--- config.mk ---
export PLATFORM = sky130hd
export DESIGN_NAME = lsu_pipe
export DESIGN_NICKNAME = d
export VERILOG_FILES = /design/src/rtl/lsu_pipe.sv
export SDC_FILE = /design/constraint.sdc
export NUM_CORES = 1
export LEC_CHECK = 0
export CAP_MARGIN = 15
export CORE_MARGIN = 2
export CORE_UTILIZATION = 47
export DETAILED_ROUTE_END_ITERATION = 10
export PLACE_DENSITY_LB_ADDON = 0.08
export SKIP_CTS_REPAIR_TIMING = 1
export SLEW_MARGIN = 10
export SYNTH_ARGS = -nofsm -noshare
export SYNTH_HDL_FRONTEND = slang
export SYNTH_SLANG_ARGS = --single-unit
export TNS_END_PERCENT = 5
--- constraint.sdc ---
create_clock -name clk -period 7.95 [get_ports clk]
set_input_delay 1.59 -clock clk [delete_from_list [all_inputs] [get_ports clk]]
set_output_delay 1.59 -clock clk [all_outputs]
set_load 0.05 [all_outputs]
--- src/rtl/lsu_pipe.sv ---
// lsu_pipe: pipelined load/store unit between the core and an Avalon data bus.
// A command stage holds one request on the bus until waitrequest drops. A
// small metadata queue tracks issued loads so returned data can be
// lane-extracted and extended in order.
// Optional feature macro: LSU_STORE_ALIGN_EN replicates store data across all
// byte lanes (registered with the command); otherwise store data passes
// through unmodified.
//
// Handshakes: a request transfers on a cycle where lsu_req_valid and
// lsu_req_ready are both high; a bus command transfers on a cycle where
// dbus_read/dbus_write is high and dbus_waitrequest is low; read data
// transfers on any cycle with dbus_readdatavalid high (in order).
module lsu_pipe #(
  parameter int DW              = 32,
  parameter int AW              = 32,
  parameter int MAX_OUTSTANDING = 4
) (
  input  logic            clk,
  input  logic            rst,
  input  logic            lsu_req_valid,
  output logic            lsu_req_ready,
  input  logic            lsu_req_write,
  input  logic [2:0]      lsu_req_opcode,
  input  logic [AW-1:0]   lsu_req_address,
  input  logic [DW-1:0]   lsu_req_writedata,
  output logic            dbus_read,
  output logic            dbus_write,
  output logic [AW-1:0]   dbus_address,
  output logic [DW/8-1:0] dbus_byte_enable,
  output logic [DW-1:0]   dbus_writedata,
  input  logic            dbus_waitrequest,
  input  logic [DW-1:0]   dbus_readdata,
  input  logic            dbus_readdatavalid,
  output logic            lsu_resp_valid,
  output logic [DW-1:0]   lsu_resp_readdata,
  output logic            exception_load_addr_misaligned,
  output logic            exception_store_addr_misaligned,
  output logic            lsu_busy,
  output logic            dbg_state
);
  localparam int BW = DW / 8;
  localparam int OB = $clog2(BW);
  localparam int QW = $clog2(MAX_OUTSTANDING);
  localparam int CW = QW + 1;

  typedef enum logic {S_IDLE = 1'b0, S_CMD = 1'b1} state_t;

  state_t          r_state, w_state_nxt;
  logic            r_cmd_write;
  logic [AW-1:0]   r_addr;
  logic [BW-1:0]   r_be;
  logic [DW-1:0]   r_wdata;
  logic [2:0]      r_cmd_op;
  logic [OB-1:0]   r_cmd_off;
  logic            r_exc_ld, r_exc_st;
  logic [OB-1:0]   r_q_off [MAX_OUTSTANDING];
  logic [2:0]      r_q_op  [MAX_OUTSTANDING];
  logic [QW-1:0]   r_wr_ptr, r_rd_ptr;
  logic [CW-1:0]   r_count;

  logic [OB-1:0]   w_off;
  logic            w_misaligned;
  logic [BW-1:0]   w_be;
  logic [DW-1:0]   w_wdata;
  logic            w_cmd_read, w_push, w_pop, w_accept, w_start;
  logic [CW:0]     w_outstanding;
  logic [OB-1:0]   w_head_off;
  logic [2:0]      w_head_op;
  logic [DW-1:0]   w_lane, w_mask, w_ext;
  logic            w_sign;

  assign w_off = lsu_req_address[OB-1:0];

  // Alignment check and byte-lane enables of the incoming request.
  always_comb begin
    w_misaligned = 1'b0;
    w_be         = '1;
    case (lsu_req_opcode[1:0])
      2'b00: w_be = BW'(1) << w_off;
      2'b01: begin
        w_be         = BW'(3) << w_off;
        w_misaligned = w_off[0];
      end
      2'b10: begin
        w_be         = BW'(4'hF) << w_off;
        w_misaligned = (w_off[1:0] != 2'b00);
      end
      default: begin
        w_be         = '1;
        w_misaligned = (DW == 32) || (w_off != '0);
      end
    endcase
  end

`ifdef LSU_STORE_ALIGN_EN
  // Replicate the low access-size bits of store data across all lanes.
  always_comb begin
    w_wdata = lsu_req_writedata;
    case (lsu_req_opcode[1:0])
      2'b00:   w_wdata = {(DW/8){lsu_req_writedata[7:0]}};
      2'b01:   w_wdata = {(DW/16){lsu_req_writedata[15:0]}};
      2'b10:   w_wdata = {(DW/32){lsu_req_writedata[31:0]}};
      default: w_wdata = lsu_req_writedata;
    endcase
  end
`else
  assign w_wdata = lsu_req_writedata;
`endif

  // A read still in the command stage counts as outstanding; a pop this
  // cycle frees a slot immediately so ready can rise in the same cycle.
  assign w_cmd_read    = (r_state == S_CMD) && !r_cmd_write;
  assign w_push        = w_cmd_read && !dbus_waitrequest;
  assign w_pop         = dbus_readdatavalid && (r_count != '0);
  assign w_outstanding = {1'b0, r_count} + (CW+1)'(w_cmd_read) - (CW+1)'(w_pop);
  assign lsu_req_ready = ((r_state == S_IDLE) || !dbus_waitrequest) &&
                         (w_outstanding < (CW+1)'(MAX_OUTSTANDING));
  assign w_accept      = lsu_req_valid && lsu_req_ready;
  assign w_start       = w_accept && !w_misaligned;

  // Command-stage next state: a new aligned accept always lands in CMD.
  always_comb begin
    w_state_nxt = r_state;
    case (r_state)
      S_IDLE:  if (w_start) w_state_nxt = S_CMD;
      S_CMD:   if (!dbus_waitrequest) w_state_nxt = w_start ? S_CMD : S_IDLE;
      default: w_state_nxt = S_IDLE;
    endcase
  end

  // State register, command stage and exception pulses.
  always_ff @(posedge clk or negedge rst) begin
    if (!rst) begin
      r_state     <= S_IDLE;
      r_cmd_write <= 1'b0;
      r_addr      <= '0;
      r_be        <= '0;
      r_wdata     <= '0;
      r_cmd_op    <= '0;
      r_cmd_off   <= '0;
      r_exc_ld    <= 1'b0;
      r_exc_st    <= 1'b0;
    end else begin
      r_state  <= w_state_nxt;
      r_exc_ld <= w_accept && w_misaligned && !lsu_req_write;
      r_exc_st <= w_accept && w_misaligned &&  lsu_req_write;
      if (w_start) begin
        r_cmd_write <= lsu_req_write;
        r_addr      <= {lsu_req_address[AW-1:OB], {OB{1'b0}}};
        r_be        <= w_be;
        r_wdata     <= w_wdata;
        r_cmd_op    <= lsu_req_opcode;
        r_cmd_off   <= w_off;
      end
    end
  end

  // Load metadata queue pointers and occupancy.
  always_ff @(posedge clk or negedge rst) begin
    if (!rst) begin
      r_wr_ptr <= '0;
      r_rd_ptr <= '0;
      r_count  <= '0;
    end else begin
      if (w_push) r_wr_ptr <= r_wr_ptr + QW'(1);
      if (w_pop)  r_rd_ptr <= r_rd_ptr + QW'(1);
      case ({w_push, w_pop})
        2'b10:   r_count <= r_count + CW'(1);
        2'b01:   r_count <= r_count - CW'(1);
        default: r_count <= r_count;
      endcase
    end
  end

  // Queue storage; contents are meaningless until pushed, so no reset.
  always_ff @(posedge clk) begin
    if (w_push) begin
      r_q_off[r_wr_ptr] <= r_cmd_off;
      r_q_op[r_wr_ptr]  <= r_cmd_op;
    end
  end

  assign w_head_off = r_q_off[r_rd_ptr];
  assign w_head_op  = r_q_op[r_rd_ptr];
  assign w_lane     = dbus_readdata >> {w_head_off, 3'b000};

  // Truncate the selected lane to the access size and extend to DW.
  always_comb begin
    w_mask = '1;
    w_sign = w_lane[DW-1];
    case (w_head_op[1:0])
      2'b00: begin w_mask = DW'(8'hFF);         w_sign = w_lane[7];  end
      2'b01: begin w_mask = DW'(16'hFFFF);      w_sign = w_lane[15]; end
      2'b10: begin w_mask = DW'(32'hFFFF_FFFF); w_sign = w_lane[31]; end
      default: begin w_mask = '1;               w_sign = w_lane[DW-1]; end
    endcase
    w_ext = (w_lane & w_mask) | ((w_sign && !w_head_op[2]) ? ~w_mask : '0);
  end

  assign lsu_resp_valid                  = w_pop;
  assign lsu_resp_readdata               = w_pop ? w_ext : '0;
  assign dbus_read                       = w_cmd_read;
  assign dbus_write                      = (r_state == S_CMD) && r_cmd_write;
  assign dbus_address                    = r_addr;
  assign dbus_byte_enable                = r_be;
  assign dbus_writedata                  = r_wdata;
  assign exception_load_addr_misaligned  = r_exc_ld;
  assign exception_store_addr_misaligned = r_exc_st;
  assign lsu_busy                        = (r_state == S_CMD) || (r_count != '0);
  assign dbg_state                       = r_state;
endmodule

# Word-level counts from Yosys, hierarchy flattened
# Memories as Yosys holds them, arrays and structs flattened.
# Cells that the tools add are included.
# Widths: inputs -> output; s select.
# word_totals
reg_bits	82
ram_bits	20
out_inout_bits	108
mem_count	2
# mem_list
memory	depth	word_bits	read_ports	rd_ports_with_merged_regs	write_ports	line_no	rtl
r_q_op	4	3	1	0	1	57	logic [2:0] r_q_op [MAX_OUTSTANDING];
r_q_off	4	2	1	0	1	56	logic [OB-1:0] r_q_off [MAX_OUTSTANDING];
# classes
addsub	6
n_lt_le_gt_ge	1
eq_ne	5
n_shift	4
muxes	12
bitwise	4
reduce_logical	23
# op_table
op	count
$mux 32	2
$pmux 32 s2	1
$and 32x32->32	1
$not 32->32	1
$or 32x32->32	1
$shr 32x5->32	1
$pmux 4 s3	1
$logic_and 1x1->1	11
$eq 2x1->1 const B	3
$pmux 3 s2	1
$logic_not 1->1	5
$add 2x1->2 const B	2
$add 3x1->4	1
$eq 2x2->1 const B	2
$logic_not 2->1	2
$lt 4x3->1 const B	1
$mux 1	4
$pmux 1 s2	2
$reduce_bool 2->1	2
$shl 1x2->4 const A	1
$shl 2x2->4 const A	1
$shl 4x2->4 const A	1
$sub 4x1->4	1
$add 3x1->3 const B	1
5 further kinds	6

# Depth between registers and ports, before layout
# Gate-level depths: netlist (run 1).
# depth
ltp_word	11
ltp_mapped	12
depth_no_buf	10

# Worst setup path before layout (run 1)
# Ideal clock, no wire load.
# synth_timing
kind	input to output
start	input dbus_readdatavalid
end	output lsu_req_ready
t_arrival_ns	3.863
t_required_ns	6.360
path_slack_ns	2.497
stages	8
path_buffers	0
path_cell_list	o31ai_2 > inv_1 > ha_1 > inv_1 > ha_1 > nor4bb_1 > or4_1 > a22oi_2
# synth_between
elab_chain_len	4
# synth_lines
item	line_no	rtl
start: declaration	33	input logic dbus_readdatavalid,
$logic_and 1x1->1	114	assign w_pop = dbus_readdatavalid && (r_count != '0);
named net lsu_resp_valid	34	output logic lsu_resp_valid,
$sub 4x1->4	115	assign w_outstanding = {1'b0, r_count} + (CW+1)'(w_cmd_read) - (CW+1)'(w_pop);
$lt 4x3->1	117	(w_outstanding < (CW+1)'(MAX_OUTSTANDING));
$logic_and 1x1->1	116	assign lsu_req_ready = ((r_state == S_IDLE) || !dbus_waitrequest) &&
end: declaration	21	output logic lsu_req_ready,
# The timed path passes the listed nets, and every way through them passes these cells.

# Final worst setup path (run 1)
# layout_timing
start	input dbus_readdatavalid
end	output lsu_req_ready
# layout_between
elab_chain_len	4
# layout_lines
item	line_no
$logic_and 1x1->1	114
$sub 4x1->4	115
$lt 4x3->1	117
$logic_and 1x1->1	116
# Every way passes these cells.

==> reports/qor.csv, run 1 <==
stage,metric,value,unit
timing,Tmin final,6.331,ns
logic_synthesis,most frequent cell after synthesis,dfrtp_1,
floorplan,DIE AREA,12010,um^2
clock_tree,CTS Root Cell,clkbuf_8,
route,DRC,0,
place,GP Congestion,0.7440,
grt,all-layer global routing usage,0.2111,
timing,"Slew Viols, Final",0,
route,Detailed Routing Iterations Pass 1,4,
floorplan,I/O pins,213,
clock_tree,H-tree levels,3,
timing,Slew @ Worst Pin,1.027,ns
grt,initial antenna violation count,0,
floorplan,core area,10840,um^2
timing,final hold slack,0.5198,ns
final_layout,number of diodes,0,
worst_setup_path,CP Max Fanout,18,
timing,Clock Skews,0.007761,ns
grt,first-pass GRT wire length,19360,um
logic_synthesis,Syn Area/Cell,14.20,um^2
timing,Worst slew margin,0.3154,
min_path,Tightest Hold Check Type,flip-flop to flip-flop,
worst_setup_path,CP Class,input pin to output pin,
power_and_ir_drop,P_leak,3.124,nW
worst_setup_path,startpoint types,input pin,
floorplan,row count,38,
timing,maximum clock rate,157.9,MHz
clock_tree,clock sink count,102,
floorplan,starting density of the core,0.4833,
timing,RSZ-0062 raised after global routing,false,
logic_synthesis,share of the synthesized area in the top cell type,0.3917,
clock_tree,Clock Latency Late Sink,0.38,ns
logic_synthesis,ys async rst share,0.8039,
final_layout,Final Util,0.6892,
worst_setup_path,r2r endpoint,r_cmd_op[1],
logic_synthesis,ranking of synthesized cells by area,"dfrtp_1, mux2_4, edfxtp_1",
logic_synthesis,Synth top cells by count,"dfrtp_1, mux2_4, a211oi_1, nand2_1",
logic_synthesis,Mapped Area,5239,um^2
worst_setup_path,kind of end point of the critical path,output pin,
logic_synthesis,cell type with the largest total area after synthesis,dfrtp_1,
worst_setup_path,Worst EP required,6.36,ns
timing,final setup fails,0,
timing,post-route setup TNS,0,ns
logic_synthesis,sequential-to-total area share from yosys stat,0.5063,
min_path,Min-Delay Endpoint,dbus_writedata[0],
timing,Final Hold Vio Count,0,
min_path,Worst Hold Launch,dbus_writedata[0],
route,via count,3691,
place,IO buf count,210,
logic_synthesis,prevailing post-synth register cell,dfrtp_1,
min_path,worst hold stages,1,
power_and_ir_drop,worst vdd ir,323.1,uV
route,Iteration-0 DRC Markers,295,
logic_synthesis,synth warn,0,
route,final WL,12770,um
worst_setup_path,Reg2Reg Depth,12,
run,max_cap viols,0,
floorplan,Vert. Die Dim,109.6,um
logic_synthesis,cell count after synthesis,369,
worst_setup_path,r2r startpoint,r_count[0],
final_layout,share of layout cells above drive strength 1,0.1837,
grt,largest net degree at the start of global routing,83,
logic_synthesis,Unique masters post-synth,41,
floorplan,Die Width,109.6,um
clock_tree,clk buf depth,2,
run_status,status,"complete, no violations",
logic_synthesis,Post-synth EDFFs,20,
power_and_ir_drop,pwr dens,477.0,nW/um^2
worst_setup_path,CP Data Arrival Time,4.74,ns
final_layout,final net count,689,
route,Antenna Nets Post-Route,0,
worst_setup_path,FF-to-FF setup slack,3.61,ns
route,vias per cell,5.148,
grt,vias in the first global route,3846,
clock_tree,Inserted Clock Buffers,9,
place,dpl hpwl,9360,um
timing,Final period util,0.7964,
clock_tree,TritonCTS clock tree,done,
clock_tree,Worst-path clk slew,0.10,ns
logic_synthesis,synthesized flop and latch total,102,
final_layout,area grow syn2layout,42.61,%
route,Routed WL per cell,17.81,um
grt,total grt overflow,0,
## final cells by class
cell class                      count  area (um^2)
Inverter                           12        45.04
Sequential cell                   102         2653
Multi-Input combinational cell    235         2297
Clock buffer                        9        123.9
Clock inverter                      7        62.56
Fill cell                         817         3369
Timing Repair Buffer              212         2115
Tap cell                          140        175.2
## where the power goes
part / internal (mW) / leakage [nW] / switching [mW] / total, mW
logic: 0.940 / 1.86 / 1.39 / 2.33
clock network: 0.121 / 0.0931 / 0.192 / 0.313
registers: 0.762 / 1.17 / 0.159 / 0.921
## cells in the final DEF (no fill, tap or decap), drive strengths merged, types with 2 or more instances in the layout
master         netlist  routed
mux4                 6       6
and2                 5       5
mux2                73      73
a211oi              21      21
o211ai               2       2
or4                  2       2
nor3                 8       8
inv                 12      17
clkdlybuf4s50        0     209
ha                  11      11
mux2i               17      17
clkbuf               5       9
nor2b               14      14
conb                 1       2
xnor2                6       6
dfrtp               82      82
nand2               21      21
a21oi                2       2
edfxtp              20      20
nor2                20      20
o21ai               12      12
buf                 16       3
## through the flow
| stage | cell area (um^2) | power [mW] | worst slack (ns) | std cells |
|---|---|---|---|---|
| floorplan | 5243 | 2.599 | 2.497 | 370 |
| global placement | 7284 | 3.221 | 1.703 | 701 |
| detailed placement | 7284 | 3.258 | 1.647 | 701 |
| CTS | 7471 | 3.587 | 1.632 | 717 |
| global route | 7471 | 3.729 | 1.519 | 717 |
| finish | 7471 | 3.564 | 1.619 | 717 |
## kinds of logic (layout without fill, tap and decap cells)
logic type | count (synthesis) | after routing | synth area share
AND/OR/NAND/NOR | 75 | 75 | 0.06974
other | 1 | 2 | 0.0007158
multiplexers | 96 | 96 | 0.2646
XOR/XNOR | 7 | 7 | 0.01170
flip-flops | 102 | 102 | 0.5063
buffers and inverters | 33 | 240 | 0.05684
AO/OA/AOI/OAI | 43 | 43 | 0.05995
adder cells (fa/ha/maj) | 12 | 12 | 0.03009
## routing by layer
layer / GRT usage / share of wire
met1: 0.2445 / 0.38
met2: 0.3567 / 0.50
met5: 0 / 0
met3: 0.08892 / 0.11
met4: 0.06420 / 0.012
## state kept, by name, summed over array words and instances, names as in the netlist, 2 cells and up
register and cells:
dbus_writedata 32, dbus_address 30, r_q_op 12, r_q_off 8, dbus_byte_enable 4, r_cmd_op 3, r_count 3, r_cmd_off 2
r_rd_ptr 2, r_wr_ptr 2
## worst max-delay path: stages
cell and delay, ns:
clkdlybuf4s50_1 0.42, o31ai_2 0.07, buf_4 0.28, inv_1 0.15, ha_1 0.22, inv_1 0.05, ha_1 0.21, nor4bb_1 0.15
or4_1 0.49, a22oi_2 0.22, clkdlybuf4s50_1 0.88
## how the worst max path moves through the flow
stage	start	to	slack [ns]	cells past startpoint
after floorplan	dbus_readdatavalid	lsu_req_ready	2.50	8
after global placement	dbus_readdatavalid	lsu_req_ready	1.70	11
after detailed placement	dbus_readdatavalid	lsu_req_ready	1.65	11
after CTS	dbus_readdatavalid	lsu_req_ready	1.63	11
after global routing	dbus_readdatavalid	lsu_req_ready	1.52	11
final	dbus_readdatavalid	lsu_req_ready	1.62	11
(Power assumes the default switching activity.)
==> inputs of run 2 (changes only) <==
--- a/config.mk
+++ b/config.mk
@@ -7,7 +7,7 @@
 export LEC_CHECK = 0
 export CAP_MARGIN = 15
 export CORE_MARGIN = 2
-export CORE_UTILIZATION = 47
+export CORE_UTILIZATION = 39
 export DETAILED_ROUTE_END_ITERATION = 10
 export PLACE_DENSITY_LB_ADDON = 0.08
 export SKIP_CTS_REPAIR_TIMING = 1
==> constraint.sdc (replaced) <==
create_clock -name clk -period 5.3 [get_ports clk]
set_input_delay 1.06 -clock clk [delete_from_list [all_inputs] [get_ports clk]]
set_output_delay 1.06 -clock clk [all_outputs]
set_load 0.05 [all_outputs]
==> run 2 against run 1 <==
Register-to-register slack lost 1.9 ns. Final cell count increased by 5.6%. First-iteration DRC count shrank 20%. Flip-flop and latch count did not move. Largest cell class unchanged. Largest power group unchanged. Routed wire length down 5.6%.
==> reports/qor.csv, run 2 (synthesis gave the netlist of run 1 again) <==
stage,metric,value,unit,change
final_layout,Final Util,0.5847,,-0.1045
min_path,Tightest Hold Check Type,flip-flop to flip-flop,,
place,DP Cell Count,740,,+5.6%
worst_setup_path,CP Max Fanout,26,,+8
power_and_ir_drop,P_leak,3.238,nW,+3.7%
timing,post-route setup TNS,0,ns,unchanged
route,met1 wire length,5144,um,+6.9%
power_and_ir_drop,pwr dens,718.6,nW/um^2,+51%
route,final WL,12050,um,-5.6%
timing,final hold slack,0.5101,ns,-0.009630 ns
final_layout,Non-Filler Instances,757,,+5.6%
clock_tree,TritonCTS clock tree,done,,
route,Top Layer Used,met4,,
worst_setup_path,CP Class,flip-flop to output pin,,
place,GP Congestion,0.7792,,+4.7%
timing,Final Hold Vio Count,0,,unchanged
clock_tree,H-tree levels,3,,unchanged
floorplan,row count,42,,+11%
worst_setup_path,"Slowest-stage cell, CP",clkdlybuf4s50_1,,
route,met2 WL,5680,um,-11%
worst_setup_path,kind of end point of the critical path,output pin,,
final_layout,share of layout cells above drive strength 1,0.2031,,+0.01939
floorplan,core area,13190,um^2,+22%
final_layout,final instance area,7712,um^2,+3.2%
clock_tree,Clock Latency Late Sink,0.35,ns,-0.03 ns
route,Routed WL per cell,15.92,um,-11%
timing,maximum clock rate,219.0,MHz,
power_and_ir_drop,worst vdd ir,418.8,uV,+30%
route,Iteration-0 DRC Markers,236,,-20%
route,DRC,0,,unchanged
final_layout,number of diodes,0,,unchanged
timing,Slew @ Worst Pin,0.6173,ns,-0.4096 ns
worst_setup_path,"CP delay by family, top",compound AO/OA/AOI/OAI gates,,
final_layout,"most common cell after layout, fill and taps aside",clkdlybuf4s50_1,,
clock_tree,Inserted Clock Buffers,9,,unchanged
route,via count,3632,,-1.6%
worst_setup_path,CP Data Arrival Time,3.51,ns,-1.23 ns
timing,Worst slew margin,0.5869,,+0.2715
timing,RSZ-0062 raised after global routing,false,,
floorplan,Die Width,119.9,um,+9.4%
route,vias per cell,4.798,,-6.8%
worst_setup_path,Worst path max stage delay,0.84,ns,-0.04 ns
grt,vias in the first global route,3734,,-2.9%
final_layout,area grow syn2layout,47.22,%,
timing,Final period util,0.8614,,
worst_setup_path,"Buf+Inv Stages, Crit Path",1,,-4
floorplan,starting density of the core,0.3972,,-0.08609
final_layout,most frequent cells in the layout,"clkdlybuf4s50_1, dfrtp_1, mux2_4",,
place,placed cell areas,7370,um^2,+1.2%
clock_tree,clock sink count,102,,unchanged
floorplan,I/O pins,213,,unchanged
timing,Clock Skews,0.009611,ns,+0.001850 ns
timing,setup ws final,0.7343,ns,-0.8845 ns
power_and_ir_drop,Tot Pwr,5.542,mW,+56%
worst_setup_path,startpoint types,flip-flop,,
clock_tree,Worst-path clk slew,0.07,ns,-0.03 ns
grt,total grt overflow,0,,unchanged
floorplan,Vert. Die Dim,119.9,um,+9.4%
grt,first-pass GRT wire length,19320,um,-0.21%
worst_setup_path,Worst EP required,4.24,ns,-2.12 ns
clock_tree,CTS Root Cell,clkbuf_16,,
route,Antenna Nets Post-Route,0,,unchanged
place,dpl hpwl,8840,um,-5.6%
route,Detailed Routing Iterations Pass 1,4,,unchanged
worst_setup_path,worst path cell trace,"mux4_2, nor2_1, a2111oi_2, o211ai_2, o21ai_0, clkdlybuf4s50_1",,
grt,largest net degree at the start of global routing,83,,unchanged
final_layout,final net count,693,,+0.58%
timing,"Slew Viols, Final",0,,unchanged
run,max_cap viols,0,,unchanged
place,pre-CTS setup slack,0.7890,ns,-0.8583 ns
grt,all-layer global routing usage,0.1680,,-0.04309
clock_tree,clk buf depth,2,,unchanged
final_layout,max reg flops,32,,unchanged
place,IO buf count,210,,unchanged
grt,initial antenna violation count,0,,unchanged
timing,final setup fails,0,,unchanged
route,met3 wire len,1119,um,-22%
floorplan,DIE AREA,14380,um^2,+20%
run_status,status,"complete, no violations",,
timing,Tmin final,4.566,ns,
run 2: cell count changes in the layout (fill, tap and decap cells not counted):
cell             previous run  this run
clkdlybuf4s50_1           209       201
inv_8                       1         2
clkbuf_8                    9         0
buf_4                       3        11
clkinvlp_4                  1         0
buf_16                      0         1
clkbuf_16                   0        10
inv_6                       4         2
clkinv_8                    0         1
buf_12                      0         3
run 2: routing by layer:
| metal | vias to the layer above | track usage |
|---|---|---|
| li1 | 1727 | - |
| met1 | 1766 | 0.2177 |
| met2 | 130 | 0.2646 |
| met3 | 9 | 0.06892 |
| met4 | 0 | 0.03750 |
| met5 | - | 0 |
run 2: layout make-up:
| class | instances | area [um^2] |
|---|---|---|
| inverter | 12 | 45.04 |
| clock buffer | 10 | 250.2 |
| sequential | 102 | 2653 |
| tap | 176 | 220.2 |
| clock inverter | 6 | 65.06 |
| timing repair buffer | 216 | 2182 |
| fill | 1099 | 5478 |
| multi-input combinational | 235 | 2297 |
run 2: final timing paths:
kind | endpoint | slack, ns | from | depth (start not counted)
max | lsu_resp_readdata[17] | 0.73 | r_rd_ptr[0] | 6
max in group asynchronous | dbus_address[13] | 4.07 | rst | 2
min reg2reg | dbus_address[10] | 0.51 | dbus_address[10] | 1
min in group asynchronous | dbus_writedata[30] | 0.61 | rst | 1
min | dbus_address[10] | 0.51 | dbus_address[10] | 1
max reg2reg | dbus_address[17] | 1.72 | r_count[0] | 11
run 2: power breakdown:
part           switching (mW)  internal, mW
sequential              0.234          1.14
combinational            2.05          1.43
clock                   0.317         0.362
total                    2.60          2.94
run 2: worst reg2reg max path, delay by kind of cell (launching register included):
kind                       cells  cell delay [ns]
muxes                          1             0.35
buffers and inverters          3             0.50
adders and majority gates      2             0.43
AOI/OAI and AO/OA              2             0.50
DFF                            1             0.42
and+or+nand+nor                3             1.27
